[src/rtl/tmr_resync_scheduler.sv]
// Purpose : supervises a triple-modular-redundant core set; qualifies persistent voter
//           minority flags, pulses core resets to resync, isolates repeat offenders.
// Latency : all outputs registered; a decision taken on edge N is visible after edge N.
// Backpressure: none -- mismatch/resync inputs are sampled every cycle, ignored outside RUN/QUALIFY.
//
// Ports:
//   clk, rst                     clock, synchronous active-high reset
//   mismatch_a/b/c               voter minority flag per core
//   resync_req                   software resync request pulse
//   rst_n_core_a/b/c             active-low core resets
//   isolated[2:0] {c,b,a}        cores permanently held in reset
//   degraded / fatal / busy      any core isolated / terminal disagreement / not in RUN
//   state_o                      FSM state (INIT=0 RUN=1 QUALIFY=2 HOLD=3 SETTLE=4 FATAL=5)
//   fault_cnt_a/b/c              qualified faults per core (saturating)
//   transient_cnt, resync_count  unqualified mismatch episodes / completed resyncs (saturating)
module tmr_resync_scheduler #(
  parameter int PERSIST_CYCLES = 4,
  parameter int HOLD_CYCLES    = 16,
  parameter int SETTLE_CYCLES  = 8,
  parameter int MAX_RETRIES    = 3
) (
  input  logic       clk,
  input  logic       rst,
  input  logic       mismatch_a,
  input  logic       mismatch_b,
  input  logic       mismatch_c,
  input  logic       resync_req,
  output logic       rst_n_core_a,
  output logic       rst_n_core_b,
  output logic       rst_n_core_c,
  output logic [2:0] isolated,
  output logic       degraded,
  output logic       fatal,
  output logic       busy,
  output logic [2:0] state_o,
  output logic [3:0] fault_cnt_a,
  output logic [3:0] fault_cnt_b,
  output logic [3:0] fault_cnt_c,
  output logic [7:0] transient_cnt,
  output logic [7:0] resync_count
);

  localparam int MAXP_A = (PERSIST_CYCLES > HOLD_CYCLES) ? PERSIST_CYCLES : HOLD_CYCLES;
  localparam int MAXP_B = (SETTLE_CYCLES > MAX_RETRIES) ? SETTLE_CYCLES : MAX_RETRIES;
  localparam int MAXP   = (MAXP_A > MAXP_B) ? MAXP_A : MAXP_B;
  localparam int CW     = $clog2(MAXP + 1);

  typedef enum logic [2:0] {
    S_INIT    = 3'd0,
    S_RUN     = 3'd1,
    S_QUALIFY = 3'd2,
    S_HOLD    = 3'd3,
    S_SETTLE  = 3'd4,
    S_FATAL   = 3'd5
  } state_e;

  state_e          state_q, state_d;
  logic [CW-1:0]   cnt_q, cnt_d;
  logic [CW-1:0]   persist_q, persist_d;
  logic [1:0]      suspect_q, suspect_d;
  logic [2:0]      iso_q, iso_d;
  logic [2:0][3:0] fcnt_q, fcnt_d;
  logic [7:0]      trans_q, trans_d;
  logic [7:0]      resync_q, resync_d;
  logic [2:0]      rstn_q, rstn_d;
  logic            busy_q, busy_d;
  logic            fatal_q, fatal_d;
  logic            degraded_q, degraded_d;

  logic [2:0]    m;
  logic [1:0]    pop;
  logic [1:0]    m_idx;
  logic [2:0]    sus_mask;
  logic [CW-1:0] persist_inc;
  logic [3:0]    fc_new;
  logic          hold_with_suspect;
  logic          timed_state;

  // Isolated cores no longer participate in voting decisions.
  assign m           = {mismatch_c, mismatch_b, mismatch_a} & ~iso_q;
  assign pop         = {1'b0, m[0]} + {1'b0, m[1]} + {1'b0, m[2]};
  assign m_idx       = m[0] ? 2'd0 : (m[1] ? 2'd1 : 2'd2);
  assign sus_mask    = 3'b001 << suspect_q;
  assign persist_inc = persist_q + 1'b1;
  assign fc_new      = (fcnt_q[suspect_q] == 4'hF) ? 4'hF : fcnt_q[suspect_q] + 4'd1;

  always_comb begin
    state_d           = state_q;
    persist_d         = persist_q;
    suspect_d         = suspect_q;
    iso_d             = iso_q;
    fcnt_d            = fcnt_q;
    trans_d           = trans_q;
    resync_d          = resync_q;
    hold_with_suspect = 1'b0;

    case (state_q)
      S_INIT: begin
        if (cnt_q == CW'(HOLD_CYCLES - 1)) state_d = S_SETTLE;
      end
      S_SETTLE: begin
        if (cnt_q == CW'(SETTLE_CYCLES - 1)) state_d = S_RUN;
      end
      S_RUN: begin
        if (resync_req) begin
          state_d = S_HOLD;
        end else if (pop >= 2'd2) begin
          state_d = S_FATAL;
        end else if (pop == 2'd1 && (|iso_q)) begin
          // Only two voters remain: a lone disagreement cannot be attributed.
          state_d = S_FATAL;
        end else if (pop == 2'd1) begin
          state_d   = S_QUALIFY;
          suspect_d = m_idx;
          persist_d = CW'(1);
        end
      end
      S_QUALIFY: begin
        if ((m & ~sus_mask) != 3'b000) begin
          state_d = S_FATAL;
        end else if ((m & sus_mask) != 3'b000) begin
          persist_d = persist_inc;
          if (persist_inc >= CW'(PERSIST_CYCLES)) begin
            state_d           = S_HOLD;
            hold_with_suspect = 1'b1;
          end
        end else begin
          state_d = S_RUN;
          trans_d = (trans_q == 8'hFF) ? trans_q : trans_q + 8'd1;
        end
      end
      S_HOLD: begin
        if (cnt_q == CW'(HOLD_CYCLES - 1)) begin
          state_d  = S_SETTLE;
          resync_d = (resync_q == 8'hFF) ? resync_q : resync_q + 8'd1;
        end
      end
      S_FATAL: state_d = S_FATAL;
      default: state_d = S_INIT;
    endcase

    // Fault accounting and isolation land on the same edge as HOLD entry,
    // so the core reset mask below already reflects the new isolation.
    if (hold_with_suspect) begin
      fcnt_d[suspect_q] = fc_new;
      if ({28'd0, fc_new} >= 32'(MAX_RETRIES)) iso_d[suspect_q] = 1'b1;
    end
  end

  // Cycle counter only advances in the timed states and restarts on any state change.
  assign timed_state = (state_q == S_INIT) || (state_q == S_HOLD) || (state_q == S_SETTLE);
  assign cnt_d       = (state_d != state_q || !timed_state) ? '0 : cnt_q + 1'b1;

  // Registered outputs are derived from next-state so they move with the transition edge.
  always_comb begin
    if (state_d == S_INIT || state_d == S_HOLD || state_d == S_FATAL) rstn_d = 3'b000;
    else                                                               rstn_d = ~iso_d;
    busy_d     = (state_d != S_RUN);
    fatal_d    = (state_d == S_FATAL);
    degraded_d = |iso_d;
  end

  always_ff @(posedge clk) begin
    if (rst) begin
      state_q    <= S_INIT;
      cnt_q      <= '0;
      persist_q  <= '0;
      suspect_q  <= 2'd0;
      iso_q      <= 3'b000;
      fcnt_q     <= '0;
      trans_q    <= 8'd0;
      resync_q   <= 8'd0;
      rstn_q     <= 3'b000;
      busy_q     <= 1'b1;
      fatal_q    <= 1'b0;
      degraded_q <= 1'b0;
    end else begin
      state_q    <= state_d;
      cnt_q      <= cnt_d;
      persist_q  <= persist_d;
      suspect_q  <= suspect_d;
      iso_q      <= iso_d;
      fcnt_q     <= fcnt_d;
      trans_q    <= trans_d;
      resync_q   <= resync_d;
      rstn_q     <= rstn_d;
      busy_q     <= busy_d;
      fatal_q    <= fatal_d;
      degraded_q <= degraded_d;
    end
  end

  assign state_o       = state_q;
  assign rst_n_core_a  = rstn_q[0];
  assign rst_n_core_b  = rstn_q[1];
  assign rst_n_core_c  = rstn_q[2];
  assign isolated      = iso_q;
  assign degraded      = degraded_q;
  assign fatal         = fatal_q;
  assign busy          = busy_q;
  assign fault_cnt_a   = fcnt_q[0];
  assign fault_cnt_b   = fcnt_q[1];
  assign fault_cnt_c   = fcnt_q[2];
  assign transient_cnt = trans_q;
  assign resync_count  = resync_q;

endmodule

[config.mk]
export PLATFORM = sky130hd
export DESIGN_NAME = tmr_resync_scheduler
export DESIGN_NICKNAME = d
export VERILOG_FILES = /design/src/rtl/tmr_resync_scheduler.sv
export SDC_FILE = /design/constraint.sdc
export NUM_CORES = 1
export LEC_CHECK = 0
export BUFFER_PORTS_ARGS = -buffer_cell sky130_fd_sc_hd__buf_2
export CAP_MARGIN = 20
export CORE_MARGIN = 2
export CORE_UTILIZATION = 56
export CTS_CLUSTER_SIZE = 30
export DETAILED_ROUTE_END_ITERATION = 8
export MAX_ROUTING_LAYER = met4
export PLACE_DENSITY = 0.8
export SLEW_MARGIN = 20
export SYNTH_ARGS = -nofsm -noshare
export SYNTH_HDL_FRONTEND = slang
export SYNTH_SLANG_ARGS = --single-unit
[constraint.sdc]
create_clock -name clk -period 2.9 [get_ports clk]
set_clock_uncertainty 0.2 [all_clocks]
set_input_delay 0.58 -clock clk [delete_from_list [all_inputs] [get_ports clk]]
set_output_delay 0.58 -clock clk [all_outputs]
set_load 0.01 [all_outputs]
==> flow_metrics.py <==
metrics = {
    "outcome": {
        "status": "completed",
    },
    "timing": {
        "hold_viol": 0,
        "slew_headroom_pct": 57.4,
        "rsz0062_at_grt": "no",
        "post-route-min-period_ps": 2680,
        "worstMarginPinSlew_ps": 632,
        "period_share_pct": 92.5,
        "fin_setup_tns_ps": 0,
        "report.final.slew_viol_count": 0,
        "setup_violations": 0,
        "fmax_mhz": 373,
    },
    "global_routing": {
        "grt_max_degree": 31,
        "grt_pass1_vias": 2113,
        "grt_pass1_wl_mm": 9.41,
        "grt-ovfl-total": 0,
        "antenna_found_initial": 0,
        "grt_use_total_pct": 23.0,
    },
    "worst_setup_path": {
        "crit_buf_inv": 2,
        "end_kind": "register",
        "cp_slowest_cell": "fa_1",
        "startpoint_type": "register",
        "cp_top_family": "simple AND/OR/NAND/NOR gates",
        "crit_fanout": 5,
        "crit_arrival_ps": 2680,
        "critPathRequiredTime_ps": 2900,
        "r2r_cells": 10,
        "max_stage_delay_ps": 590,
        "worstSetupPathType": "register to register",
        "path_cells": "nand2b_4, inv_1, fa_1, nor3b_1, nor3_1, o21ai_1, buf_4, mux2i_1, or2_1, nor2_1",
        "crit_cells": 10,
    },
    "floorplanning": {
        "rows": 25,
        "coreArea_um2": 4660,
        "die_area_um2": 5350,
        "initial_utilization_pct": 57.4,
        "die_y_um": 73.1,
        "io_pins": 46,
        "die_w_um": 73.1,
    },
    "cts": {
        "clock_path_buffers": 2,
        "clock-sinks": 52,
        "cts_hold_buf": 0,
        "cts_max_level": 2,
        "numCtsBuffers": 5,
        "cts_setup_buffers": 0,
        "clk_latency_ps": 300,
        "root_buffer": "clkbuf_8",
        "cts_tree": "built",
        "clkTransAtPathRegs_ps": 90,
        "cts-resized-gates": 0,
    },
    "detailed_routing": {
        "met2_length_mm": 2.80,
        "vias": 2286,
        "wl_met1_mm": 2.57,
        "drt_iter0_drc": 103,
        "wire_per_inst_um": 14.0,
        "postRouteAntennaNets": 0,
        "drc": 0,
        "met3_length_um": 251,
        "routed_wl_mm": 5.66,
        "drt-vias-per-instance": 5.64,
        "dr.pass1.iters": 4,
        "top_layer_used": "met4",
    },
    "cells_and_area": {
        "stdcell_count": 405,
        "drive_gt1_share_pct": 22.8,
        "antennaDiodeCount": 0,
        "area_delta_synth_final_pct": 14.2,
        "nNetsFinal": 364,
    },
    "flow_run": {
        "max_cap_viol_count": 0,
    },
    "synthesis": {
        "yosysUniqueCellTypes": 57,
        "synth_warnings": 0,
        "synth_edf_count": 0,
        "synthesis.nets": 315,
        "yosysTopAreaCell": "dfxtp_1",
        "yosysSeqAreaShare_pct": 38.9,
        "synthCells": 301,
        "synth-main-ff-cell": "dfxtp_1",
        "ys_top_cells_by_area": "dfxtp_1, nor2_1, mux2i_1",
        "synth_top_area_share_pct": 38.9,
        "syn_area_um2": 2680,
        "avgSynthCellArea_um2": 8.89,
        "ys_ff_latch": 52,
        "async_flop_share_pct": 0,
    },
    "place": {
        "dp.cells": 397,
        "portBuffers": 45,
        "place_congestion": 0.893,
        "dpl.hpwl_mm": 4.23,
    },
    "pwr": {
        "peakVddDrop_mv": 0.299,
        "cellPowerDensity_nw_per_um2": 395,
        "p_leak_nw": 1.34,
    },
    "worst_hold_path": {
        "whs_path_depth": 1,
        "hold_class": "register to register",
    },
}
synthesized netlist by cell type, types with 4 or more instances:
cell type	count
nor2_1	55
dfxtp_1	52
nor2b_1	8
nand3_1	9
o21ai_0	9
nand2b_1	8
nand2_1	13
mux2i_1	16
xnor2_1	5
nand4_1	5
inv_1	13
nor3_1	10
xor2_1	9
a21oi_1	17
or3_1	4
ha_1	7
clkbuf_1	5
sequential cells by signal, indices dropped and copies added (netlist names):
register,cells
fault_cnt_a,4
state_o,3
busy,1
transient_cnt,8
suspect_q,2
resync_count,8
degraded,1
isolated,3
cnt_q,5
fault_cnt_b,4
persist_q,5
fatal,1
rstn_q,3
fault_cnt_c,4
final timing paths:
path / startpoint / end / slack [ps]
setup / recovery: isolated[0]$_SDFF_PP0_ / cnt_q[2]$_SDFF_PP0_ / 220
hold reg to reg: cnt_q[0]$_SDFF_PP0_ / cnt_q[0]$_SDFF_PP0_ / 250
hold / removal: cnt_q[0]$_SDFF_PP0_ / cnt_q[0]$_SDFF_PP0_ / 250
setup reg to reg: isolated[0]$_SDFF_PP0_ / cnt_q[2]$_SDFF_PP0_ / 220
power breakdown:
group	internal (mW)	total, mW	switching, mW
registers	0.717	0.720	0.00280
logic	0.0194	0.0513	0.0319
clock network	0.196	0.435	0.240
worst reg2reg max path: cells and delay by family (launching register included):
family	cells	cell delay, ps
mux	1	150
fa+ha+maj	1	590
flops	1	450
buf+inv	2	230
compound gates	1	220
simple gates	5	760
layout make-up:
class | count | area, um2
Clock buffer | 6 | 82.6
Clock inverter | 2 | 13.8
Fill cell | 384 | 1610
Inverter | 13 | 48.8
Multi-Input combinational cell | 226 | 1520
Sequential cell | 52 | 1040
Tap cell | 54 | 67.6
Timing Repair Buffer | 52 | 278
layout by cell type (no fill, tap or decap), drive strengths merged, types with 2 or more instances in the layout:
cell type | netlist | layout
xor2 | 9 | 9
or2 | 2 | 2
buf | 5 | 52
nor2b | 9 | 9
and3 | 5 | 5
nand4 | 6 | 6
nor3 | 10 | 10
nand2b | 10 | 10
xnor2 | 5 | 5
or3 | 4 | 4
nand3 | 11 | 11
nand3b | 3 | 3
ha | 7 | 7
o31ai | 2 | 2
nor3b | 3 | 3
a2bb2oi | 3 | 3
dfxtp | 52 | 52
nor2 | 56 | 56
and2 | 2 | 2
a311oi | 2 | 2
mux2i | 16 | 16
a21oi | 17 | 17
nor4 | 2 | 2
nand2 | 14 | 14
inv | 13 | 14
clkbuf | 5 | 6
o21ai | 11 | 11
through the flow:
| stage | total power [mW] | cell area [um2] | util, % | setup WS [ps] | hold WS, ps |
|---|---|---|---|---|---|
| 3_5_place_dp | 0.788 | 2960 | 63.5 | 63.0 | 243 |
| 4_1_cts | 1.22 | 3060 | 65.6 | 218 | 257 |
| 2_1_floorplan | 0.771 | 2680 | - | 355 | 218 |
| 3_3_place_gp | 0.786 | 2960 | 63.5 | 170 | 226 |
| 5_1_grt | 1.25 | 3060 | 65.6 | 44.2 | 288 |
| 6_report | 1.21 | 3060 | 65.6 | 216 | 254 |
metal layers:
metal	global-route usage [%]	vias up
li1	-	1142
met5	-	-
met4	5.14	0
met3	4.28	4
met2	37.0	62
met1	29.9	1078
cells by family after synthesis:
kind of cell	share of synthesized area, %
buf+inv	4.16
simple gates	28.1
fa+ha+maj	4.02
xor+xnor	4.58
flops	38.9
mux	6.40
compound gates	13.8
Power figures use the tool's default switching activity.
